==> src/rtl/acc_hex_display.sv <==
// -----------------------------------------------------------------------------
// acc_hex_display
//
// Shows the 8-bit accumulator value on a single 7-segment display as two hex
// digits in time: high nibble (dp lit), low nibble (dp dark), then a blank gap.
// The value is snapshotted once per sequence (on the BLANK->HI transition) so
// both digits always come from the same accumulator value.
//
// Ports:
//   clk        system clock
//   rst        asynchronous, active-high reset
//   ena        enable; low freezes the sequencer and blanks the display
//   acc_value  accumulator value from the ALU stage
//   acc_valid  capture strobe for acc_value (pulse or level)
//   display    {dp, g, f, e, d, c, b, a}, active-high segments
//   digit_hi   high while the high nibble is displayed
// -----------------------------------------------------------------------------
module acc_hex_display #(
  parameter int unsigned DWELL_CYC = 5_000_000,
  parameter int unsigned BLANK_CYC = 2_500_000,
  parameter int unsigned CNT_W     =
    $clog2(((DWELL_CYC > BLANK_CYC) ? DWELL_CYC : BLANK_CYC) + 1)
) (
  input  logic       clk,
  input  logic       rst,
  input  logic       ena,
  input  logic [7:0] acc_value,
  input  logic       acc_valid,
  output logic [7:0] display,
  output logic       digit_hi
);

  typedef enum logic [1:0] {
    ST_BLANK,
    ST_HI,
    ST_LO
  } state_e;

  localparam logic [CNT_W-1:0] DWELL_RLD = CNT_W'(DWELL_CYC - 1);
  localparam logic [CNT_W-1:0] BLANK_RLD = CNT_W'(BLANK_CYC - 1);

  state_e           state_q, state_d;
  logic [CNT_W-1:0] cnt_q,   cnt_d;
  logic [7:0]       pending_q, pending_d;
  logic [7:0]       shown_q,   shown_d;

  // Hex digit to segments, bit order {g, f, e, d, c, b, a}.
  function automatic logic [6:0] hex7(input logic [3:0] n);
    logic [6:0] seg;
    case (n)
      4'h0:    seg = 7'h3F;
      4'h1:    seg = 7'h06;
      4'h2:    seg = 7'h5B;
      4'h3:    seg = 7'h4F;
      4'h4:    seg = 7'h66;
      4'h5:    seg = 7'h6D;
      4'h6:    seg = 7'h7D;
      4'h7:    seg = 7'h07;
      4'h8:    seg = 7'h7F;
      4'h9:    seg = 7'h6F;
      4'hA:    seg = 7'h77;
      4'hB:    seg = 7'h7C;
      4'hC:    seg = 7'h39;
      4'hD:    seg = 7'h5E;
      4'hE:    seg = 7'h79;
      default: seg = 7'h71;
    endcase
    return seg;
  endfunction

  // Next-state logic.
  always_comb begin
    state_d   = state_q;
    cnt_d     = cnt_q;
    shown_d   = shown_q;
    // pending captures independently of ena and sequencer state
    pending_d = acc_valid ? acc_value : pending_q;

    if (ena) begin
      case (state_q)
        ST_BLANK: begin
          if (cnt_q == '0) begin
            state_d = ST_HI;
            cnt_d   = DWELL_RLD;
            // a capture on the snapshot edge bypasses pending
            shown_d = acc_valid ? acc_value : pending_q;
          end else begin
            cnt_d = cnt_q - CNT_W'(1);
          end
        end
        ST_HI: begin
          if (cnt_q == '0) begin
            state_d = ST_LO;
            cnt_d   = DWELL_RLD;
          end else begin
            cnt_d = cnt_q - CNT_W'(1);
          end
        end
        ST_LO: begin
          if (cnt_q == '0) begin
            state_d = ST_BLANK;
            cnt_d   = BLANK_RLD;
          end else begin
            cnt_d = cnt_q - CNT_W'(1);
          end
        end
        default: begin
          state_d = ST_BLANK;
          cnt_d   = BLANK_RLD;
        end
      endcase
    end
  end

  always_ff @(posedge clk or posedge rst) begin
    if (rst) begin
      state_q   <= ST_BLANK;
      cnt_q     <= BLANK_RLD;
      pending_q <= '0;
      shown_q   <= '0;
    end else begin
      state_q   <= state_d;
      cnt_q     <= cnt_d;
      pending_q <= pending_d;
      shown_q   <= shown_d;
    end
  end

  // Outputs decode only registered state and shown; ena gates them so a frozen
  // sequencer leaves the display dark. Reset forces ST_BLANK, hence an
  // immediately dark display.
  always_comb begin
    display  = '0;
    digit_hi = 1'b0;
    if (ena) begin
      case (state_q)
        ST_HI: begin
          display  = {1'b1, hex7(shown_q[7:4])};
          digit_hi = 1'b1;
        end
        ST_LO: begin
          display  = {1'b0, hex7(shown_q[3:0])};
        end
        default: begin
          display  = '0;
        end
      endcase
    end
  end

endmodule

==> config.mk <==
export PLATFORM = sky130hd
export DESIGN_NAME = acc_hex_display
export DESIGN_NICKNAME = d
export VERILOG_FILES = /design/src/rtl/acc_hex_display.sv
export SDC_FILE = /design/constraint.sdc
export NUM_CORES = 1
export LEC_CHECK = 0
export CORE_MARGIN = 2
export CORE_UTILIZATION = 61
export CTS_BUF_LIST = sky130_fd_sc_hd__clkbuf_8
export CTS_CLUSTER_DIAMETER = 80
export DETAILED_ROUTE_END_ITERATION = 7
export GPL_TIMING_DRIVEN = 0
export PLACE_DENSITY = 0.82
export REMOVE_ABC_BUFFERS = 1
export SKIP_CTS_REPAIR_TIMING = 1
export SLEW_MARGIN = 20
export SYNTH_ARGS = -nofsm -noshare
export SYNTH_HDL_FRONTEND = slang
export SYNTH_SLANG_ARGS = --single-unit
export TNS_END_PERCENT = 20
==> constraint.sdc <==
create_clock -name clk -period 2.85 [get_ports clk]
set_input_delay 0.57 -clock clk [delete_from_list [all_inputs] [get_ports clk]]
set_output_delay 0.57 -clock clk [all_outputs]
set_load 0.02 [all_outputs]
Word-level counts from Yosys, hierarchy flattened
Memories as Yosys holds them, arrays and structs flattened.
Index checks and enable logic that the tools add are counted.
{ "classes": {"eq_ne": 5, "mux": 12, "addsub": 1, "n_reduce_logical": 5} }
{ "ops": {"columns": ["operator", "count"], "rows": [
  ["$mux W23", 2],
  ["$pmux W23 S2", 1],
  ["$logic_not A23 Y1", 1],
  ["$sub A23 B1 Y23 const B", 1],
  ["$mux W8", 2],
  ["$pmux W8 S2", 1],
  ["$mux W2", 3],
  ["$ne A2 B2 Y1 const B", 3],
  ["$pmux W2 S3", 1],
  ["$reduce_and A4 Y1", 1],
  ["$reduce_and A3 Y1", 1],
  ["$eq A2 B1 Y1 const B", 1],
  ["$eq A2 B2 Y1 const B", 1],
  ["$logic_not A2 Y1", 1],
  ["$mux W1", 2],
  ["$reduce_or A2 Y1", 1]
]} }
{ "word_totals": {"regBits": 41, "inputBits": 12, "output_inout_bits": 9, "memories": 2, "rom_bits": 224} }
{ "memory_table": {"columns": ["memory", "words", "width", "read_ports", "rd_ports_with_merged_regs", "write_ports", "line_no", "source"], "rows": [
  ["(name not given)", 16, 7, 1, 0, 0, "50", "case (n)"],
  ["(name not given)", 16, 7, 1, 0, 0, "50", null]
]} }

Depth between registers and ports, before layout
Gate-level depths: netlist of the first run.
{ "depth": {"ltp_word": 3, "mapped_depth": 8, "depth_no_buf": 7} }

Worst setup path before layout of the first run
OpenSTA, ideal clock, no wires.
{ "synth_path": {"path_kind": "input to output", "from": "in ena", "to": "out display[1]", "t_arrival_ps": 1529, "cell_stages": 4, "setup_slack_ps": 751, "cell_sequence": "buf_4 clkbuf_1 nand2_1 a21oi_1"} }
{ "synth_between": {"elab_chain_cells": 1} }
{ "synth_rtl": {"columns": ["item", "line_no", "source"], "rows": [
  ["start: declaration", "26", "input logic ena,"],
  ["$mux W8", "135", "if (ena) begin"],
  ["end: declaration", "29", "output logic [7:0] display,"]
]} }
No other way between the ends.

Worst setup path after layout of the first run
{ "layout_path": {"from": "reg state_q[0]", "to": "out display[2]"} }
{ "layout_between": {"elab_chain_cells": 3} }
{ "layout_rtl": {"columns": ["item", "line_no", "source"], "rows": [
  ["start: declaration", "42", "state_e state_q, state_d;"],
  ["start signal: assignment", "122", "state_q <= state_d;"],
  ["$eq A2 B2 Y1 or $eq A2 B1 Y1 (tied branches)", "136", "case (state_q)"],
  ["$pmux W8 S2 *", "136", null],
  ["$mux W8 *", "135", null]
]} }
Mark *: on every way between the ends. The rest lies on a longest branch, timed or not.

==> results of run 1 <==
-- power by group --
group	total, mW	switching (mW)	internal, mW
clock	0.501	0.216	0.285
sequential	1.07	0.282	0.789
combinational	1.25	0.673	0.573
total	2.82	1.17	1.65
-- layer usage --
metal | up-vias | GRT usage [%]
met1 | 1142 | 37.6
met3 | 9 | 5.25
met2 | 68 | 38.1
li1 | 1151 | -
met5 | - | 0
met4 | 0 | 5.56
-- state kept, by name (all words and copies together) (netlist names) --
signal and cells:
pending_q 8, cnt_q 23, state_q 2, shown_q 8
-- Yosys cell counts, drive strengths merged, types with 6 or more instances --
cell	instances
o21ai	15
a21oi	18
dfrtp	29
dfstp	12
nand3	6
nand2	20
inv	15
nor3	13
ha	17
mux2	16
nor2	28
nor4	6
clkbuf	12
a31oi	8
-- stage by stage --
| step | setup slack, ns | hold WS, ns | area (sq um) | setup TNS [ns] |
|---|---|---|---|---|
| global placement | -0.951 | 0.480 | 3080 | -8.78 |
| global route | -0.00206 | 0.508 | 3250 | -0.00206 |
| finish | 0.144 | 0.489 | 3250 | 0 |
| floorplan | 0.523 | 0.472 | 2810 | 0 |
| CTS | -0.914 | 0.494 | 3220 | -6.37 |
| detailed placement | -0.892 | 0.491 | 3100 | -8.08 |
-- path summary, 6_finish.rpt --
check	from	to	slack, ns	cells past startpoint
worst min register to register	pending_q[0]	pending_q[0]	0.51	1
worst max-delay path	state_q[0]	display[2]	0.14	5
worst min-delay path	rst	cnt_q[16]	0.49	2
worst max register to register	state_q[0]	cnt_q[15]	0.33	7
min in group clk	pending_q[0]	pending_q[0]	0.51	1
max in group asynchronous	rst	cnt_q[8]	1.85	3
-- kinds of logic (layout without fill, tap and decap cells) --
group	count (synthesis)	count (layout)	synth area share (%)
compound gates	93	93	23.1
xor+xnor	2	2	0.605
fa+ha+maj	17	17	7.34
buf+inv	32	45	5.05
flops	41	41	35.9
mux	19	19	8.29
simple gates	97	97	19.7
-- cell type report --
class	count	area (sq um)	area share, %
Inverter	16	63.8	1.96
Tap cell	54	67.6	2.08
Multi-Input combinational cell	228	1720	52.9
Clock buffer	6	82.6	2.54
Sequential cell	41	1050	32.2
Clock inverter	2	37.5	1.15
Timing Repair Buffer	21	233	7.16
==> results by group, run 1 <==
Die
  • Top Ports: 21
  • Starting density of the core: approximately 62%
  • Core area: around 4700 sq um
  • Die area: 5320 sq um
  • Row cnt: 25
  • Die height: around 73 microns
  • Die width: around 73 microns

Power and ir drop
  • Maximum VDD drop: 0.523 mV
  • P per Cell Area: between 800 and 900 nW/um^2
  • Pwr Total: 2.82 mW
  • LEAKAGE: between 1 and 1.5 nW

GRT
  • Initial antenna violation count: 0
  • Vias in the first global route: 2162
  • First-pass GRT wire length: 10.5 mm
  • Total gr overflow: 0
  • Largest net degree at the start of global routing: 34
  • GRT Util Overall: approximately a quarter

Setup path
  • Slowest Stage Delay on Critical Path: roughly 0.64 ns
  • Buf+Inv Stages, Crit Path: 2
  • Startpoint types: register
  • Max stage delay cell, worst path: clkdlybuf4s50_1
  • Critical path capture point type: primary output
  • Crit Path Max Fanout: 7
  • Worst Path Arrival: around 2.1 ns
  • Crit path max-delay family: buffers and inverters
  • Required time at the worst-slack endpoint: around 2.3 ns
  • Critical setup path kind: reg2out
  • Critical path cell sequence: inv_1 > ha_1 > nand2_1 > a21oi_1 > clkdlybuf4s50_1

Timing
  • Slew Limit Fails: 0
  • Minimum clock period: approximately 2.7 ns
  • Worst Skew: 0.00869 ns
  • Fmax: between 300 and 400 MHz
  • Worst Tran Pin Value: between 0.7 and 0.8 ns
  • Final Cycle Share: a little over nine tenths
  • Final Hold Viols: 0
  • Worst slew margin: a little under half
  • Setup violations, final: 0

Placed design
  • Placed Cells: 360
  • Detail Placement HPWL: approximately 4.5 mm
  • Port buffer count: 20
  • Global placement routability congestion: around 0.88

Clock tree
  • TritonCTS Buffers: 5
  • Max clock buf depth: 2
  • Clk_lat worst skew: 0.30 ns
  • H-tree Lvls: 2
  • Clock Tree Root: clkbuf_8
  • CTS tree: done
  • Clk pin slew, worst setup/hold paths: around 0.090 ns
  • CTS sink cnt: 41

Route
  • Met2 wire len: roughly 2.8 mm
  • DR WL met3: between 200 and 300 microns
  • # DRC: 0
  • Top Metal Used: met4
  • Initial drt markers: between 200 and 300
  • Via count: approximately 2400
  • DRT Pass-1 Iters: 4
  • Wl on met1: between 3 and 4 mm
  • Final wirelength: 6.17 mm
  • WL/cell: 16.8 microns
  • DRT antenna net count: 0
  • Vias per inst: roughly 6.4

Synth
  • Post-synthesis register bit count: a little over 40
  • Ys async rst share: between 90% and 100%
  • Top post-synthesis cells by area: dfrtp_1, dfstp_2, ha_1
  • Yosys top cell area share: between 20% and 30%
  • Syn avg cell area: 9.63 sq um
  • Cells after synthesis: 301
  • Cell taking the most area after synthesis: dfrtp_1
  • Syn Std Cell Area: around 2900 sq um
  • EDFF count, synth: 0
  • Yosys cell types: 65
  • Sequential-to-total area share from yosys stat: a little over a third
  • Synthesis warning total: 0
  • Post-synth top flop: dfrtp_1

Final layout
  • Layout area overhead: 12.2%
  • FILL cells: ~370
  • Commonest non-fill, non-tap cell in the layout: nor2_1
  • Final std cells w/o fill: between 300 and 400
  • Ant diodes: 0
  • Final nets: 342
  • Share of layout cells above drive strength 1: about 22%
  • Post-layout util: 69.7%
  • Most frequent cells in the layout: nor2_1, dfrtp_1, nand2_1, a21oi_1

Job
  • Number of max-cap violations: 0

Min path
  • Hold crit path type: in2async

Status
  • Status: complete, no violations
Note: power is estimated with default switching activity, not from simulation.
==> inputs of run 2 (changes only) <==
--- a/config.mk
+++ b/config.mk
@@ -6,12 +6,11 @@
 export NUM_CORES = 1
 export LEC_CHECK = 0
 export CORE_MARGIN = 2
-export CORE_UTILIZATION = 61
-export CTS_BUF_LIST = sky130_fd_sc_hd__clkbuf_8
+export CORE_UTILIZATION = 59
 export CTS_CLUSTER_DIAMETER = 80
 export DETAILED_ROUTE_END_ITERATION = 7
 export GPL_TIMING_DRIVEN = 0
-export PLACE_DENSITY = 0.82
+export PLACE_DENSITY = 0.8
 export REMOVE_ABC_BUFFERS = 1
 export SKIP_CTS_REPAIR_TIMING = 1
 export SLEW_MARGIN = 20
==> run 2 against run 1 <==
Net effect:
- final cell count up 3.5%
- worst setup slack better by 0.074 ns
- flip-flop and latch count is the same
- sequential power is essentially flat
==> results by group, run 2 (same netlist as run 1, synthesis figures left out) <==
Status
  • Status: complete, no violations (unchanged)

Final layout
  • Commonest non-fill, non-tap cell in the layout: nor2_1 (unchanged)
  • Most frequent cells in the layout: nor2_1, dfrtp_1, nand2_1, a21oi_1 (unchanged)
  • Layout area overhead: 12.3% (was 12.2%)
  • Largest Register: cnt_q (unchanged)
  • Ant diodes: 0 (unchanged)
  • Share of layout cells above drive strength 1: 22.0% (unchanged)
  • Final std cells w/o fill: 381 (was 368)
  • Max reg flops: 23 (unchanged)
  • Final nets: 342 (unchanged)
  • Post-layout util: 68.9% (was 69.7%)
  • Post-route cell area: 3250 sq um (about the same)
  • Biggest regs: cnt_q x23, pending_q x8, shown_q x8 (unchanged)

Power and ir drop
  • Internal: 1.58 mW (was 1.65 mW)
  • Comb pwr share: 45.7% (was 44.2%)
  • Clock network fraction of total power: 15.1% (was 17.8%)
  • Pwr Total: 2.75 mW (was 2.82 mW)
  • Sw Share: 42.3% (was 41.5%)
  • Maximum VDD drop: 0.443 mV (was 0.523 mV)
  • P_sw: 1.16 mW (was 1.17 mW)
  • LEAKAGE: 1.43 nW (about the same)
  • Reg power frac: 39.2% (was 38.0%)
  • P per Cell Area: 844 nW/um^2 (was 866 nW/um^2)

Setup path
  • Crit Path Max Fanout: 9 (was 7)
  • Startpoint types: register (unchanged)
  • Critical path capture point type: primary output (unchanged)
  • Required time at the worst-slack endpoint: 2.28 ns (about the same)
  • Worst Path Arrival: 2.06 ns (was 2.14 ns)
  • Critical setup path kind: reg2out (unchanged)

Clock tree
  • CTS sink cnt: 41 (unchanged)
  • Clk pin slew, worst setup/hold paths: 0.07 ns (was 0.09 ns)
  • Clock Tree Root: clkbuf_8 (unchanged)
  • CTS tree: done (unchanged)
  • Clk_lat worst skew: 0.29 ns (was 0.30 ns)
  • H-tree Lvls: 2 (unchanged)
  • Max clock buf depth: 2 (unchanged)
  • TritonCTS Buffers: 5 (unchanged)

Timing
  • Worst slew margin: 47.7% (was 46.4%)
  • Setup WS post-layout: 0.218 ns (was 0.144 ns)
  • Minimum clock period: 2.63 ns (was 2.71 ns)
  • Setup TNS: 0 ns (unchanged)
  • Final Hold Viols: 0 (unchanged)
  • Worst Skew: 0.00174 ns (was 0.00869 ns)
  • Hold slack: 0.498 ns (was 0.489 ns)
  • RSZ-0062 raised after global routing: no
  • Setup violations, final: 0 (unchanged)
  • Final Cycle Share: 92.4% (was 94.9%)
  • Slew Limit Fails: 0 (unchanged)
  • Worst Tran Pin Value: 0.777 ns (was 0.799 ns)
  • Fmax: 380 MHz (was 370 MHz)

GRT
  • Initial antenna violation count: 0 (unchanged)
  • Vias in the first global route: 2188 (was 2162)
  • Largest net degree at the start of global routing: 34 (unchanged)
  • Total gr overflow: 0 (unchanged)
  • GRT Util Overall: 24.8% (was 25.3%)
  • First-pass GRT wire length: 10.5 mm (about the same)

Die
  • Row cnt: 25 (unchanged)
  • Core area: 4720 sq um (was 4660 sq um)
  • Die area: 5490 sq um (was 5320 sq um)
  • Starting density of the core: 61.4% (was 62.2%)
  • Die height: 74.1 microns (was 72.9 microns)
  • Die width: 74.1 microns (was 72.9 microns)
  • Top Ports: 21 (unchanged)

Placed design
  • Port buffer count: 20 (unchanged)
  • Global placement routability congestion: 0.943 (was 0.880)
  • DP Area: 3120 sq um (was 3100 sq um)
  • Pre-CTS WS: -0.957 ns (was -0.892 ns)
  • Detail Placement HPWL: 4.35 mm (was 4.45 mm)
  • Placed Cells: 373 (was 360)

Route
  • # DRC: 0 (unchanged)
  • WL/cell: 16.3 microns (was 16.8 microns)
  • Initial drt markers: 240 (was 253)
  • DRT antenna net count: 0 (unchanged)
  • Via count: 2381 (was 2370)
  • Vias per inst: 6.25 (was 6.44)
  • Final wirelength: 6.21 mm (was 6.17 mm)
  • DRT Pass-1 Iters: 4 (unchanged)

Min path
  • Hold crit path type: in2async (unchanged)

Job
  • Number of max-cap violations: 0 (unchanged)
==> run 2: final timing paths <==
| check | depth (start not counted) | slack, ns | endpoint | start |
|---|---|---|---|---|
| setup reg to reg | 7 | 0.48 | cnt_q[15] | state_q[0] |
| min in group clk | 1 | 0.50 | pending_q[5] | pending_q[5] |
| hold / removal | 2 | 0.50 | pending_q[1] | rst |
| hold reg to reg | 1 | 0.50 | pending_q[5] | pending_q[5] |
| max in group asynchronous | 3 | 1.85 | cnt_q[2] | rst |
| setup / recovery | 5 | 0.22 | display[2] | state_q[0] |
==> run 2: worst max-delay path, stage by stage, from the launching register on <==
cell             delay [ns]
dfrtp_1                0.44
inv_1                  0.12
ha_2                   0.31
o211ai_1               0.12
a21oi_1                0.15
clkdlybuf4s50_1        0.63
==> run 2: layout make-up <==
cell class	instances	area [sq um]
Sequential cell	41	1050
Inverter	16	63.8
Timing Repair Buffer	21	233
Multi-Input combinational cell	228	1730
Clock inverter	1	5.00
Fill cell	368	1470
Tap cell	67	83.8
Clock buffer	7	96.3
==> run 2: power by group through the flow <==
| stage | clock (mW) | combinational [mW] | sequential [mW] |
|---|---|---|---|
| 2_1_floorplan | 0 | 0.998 | 1.01 |
| 3_3_place_gp | 0 | 1.19 | 1.06 |
| 3_5_place_dp | 0 | 1.23 | 1.07 |
| 4_1_cts | 0.420 | 1.24 | 1.06 |
| 5_1_grt | 0.451 | 1.40 | 1.12 |
| 6_report | 0.414 | 1.26 | 1.08 |
==> run 2: layer usage <==
| metal | global-route usage (%) | part of all wire, % |
|---|---|---|
| met1 | 36.1 | 47 |
| met2 | 38.3 | 47 |
| met3 | 4.61 | 5.9 |
| met4 | 5.86 | 0.71 |
| met5 | 0 | 0 |
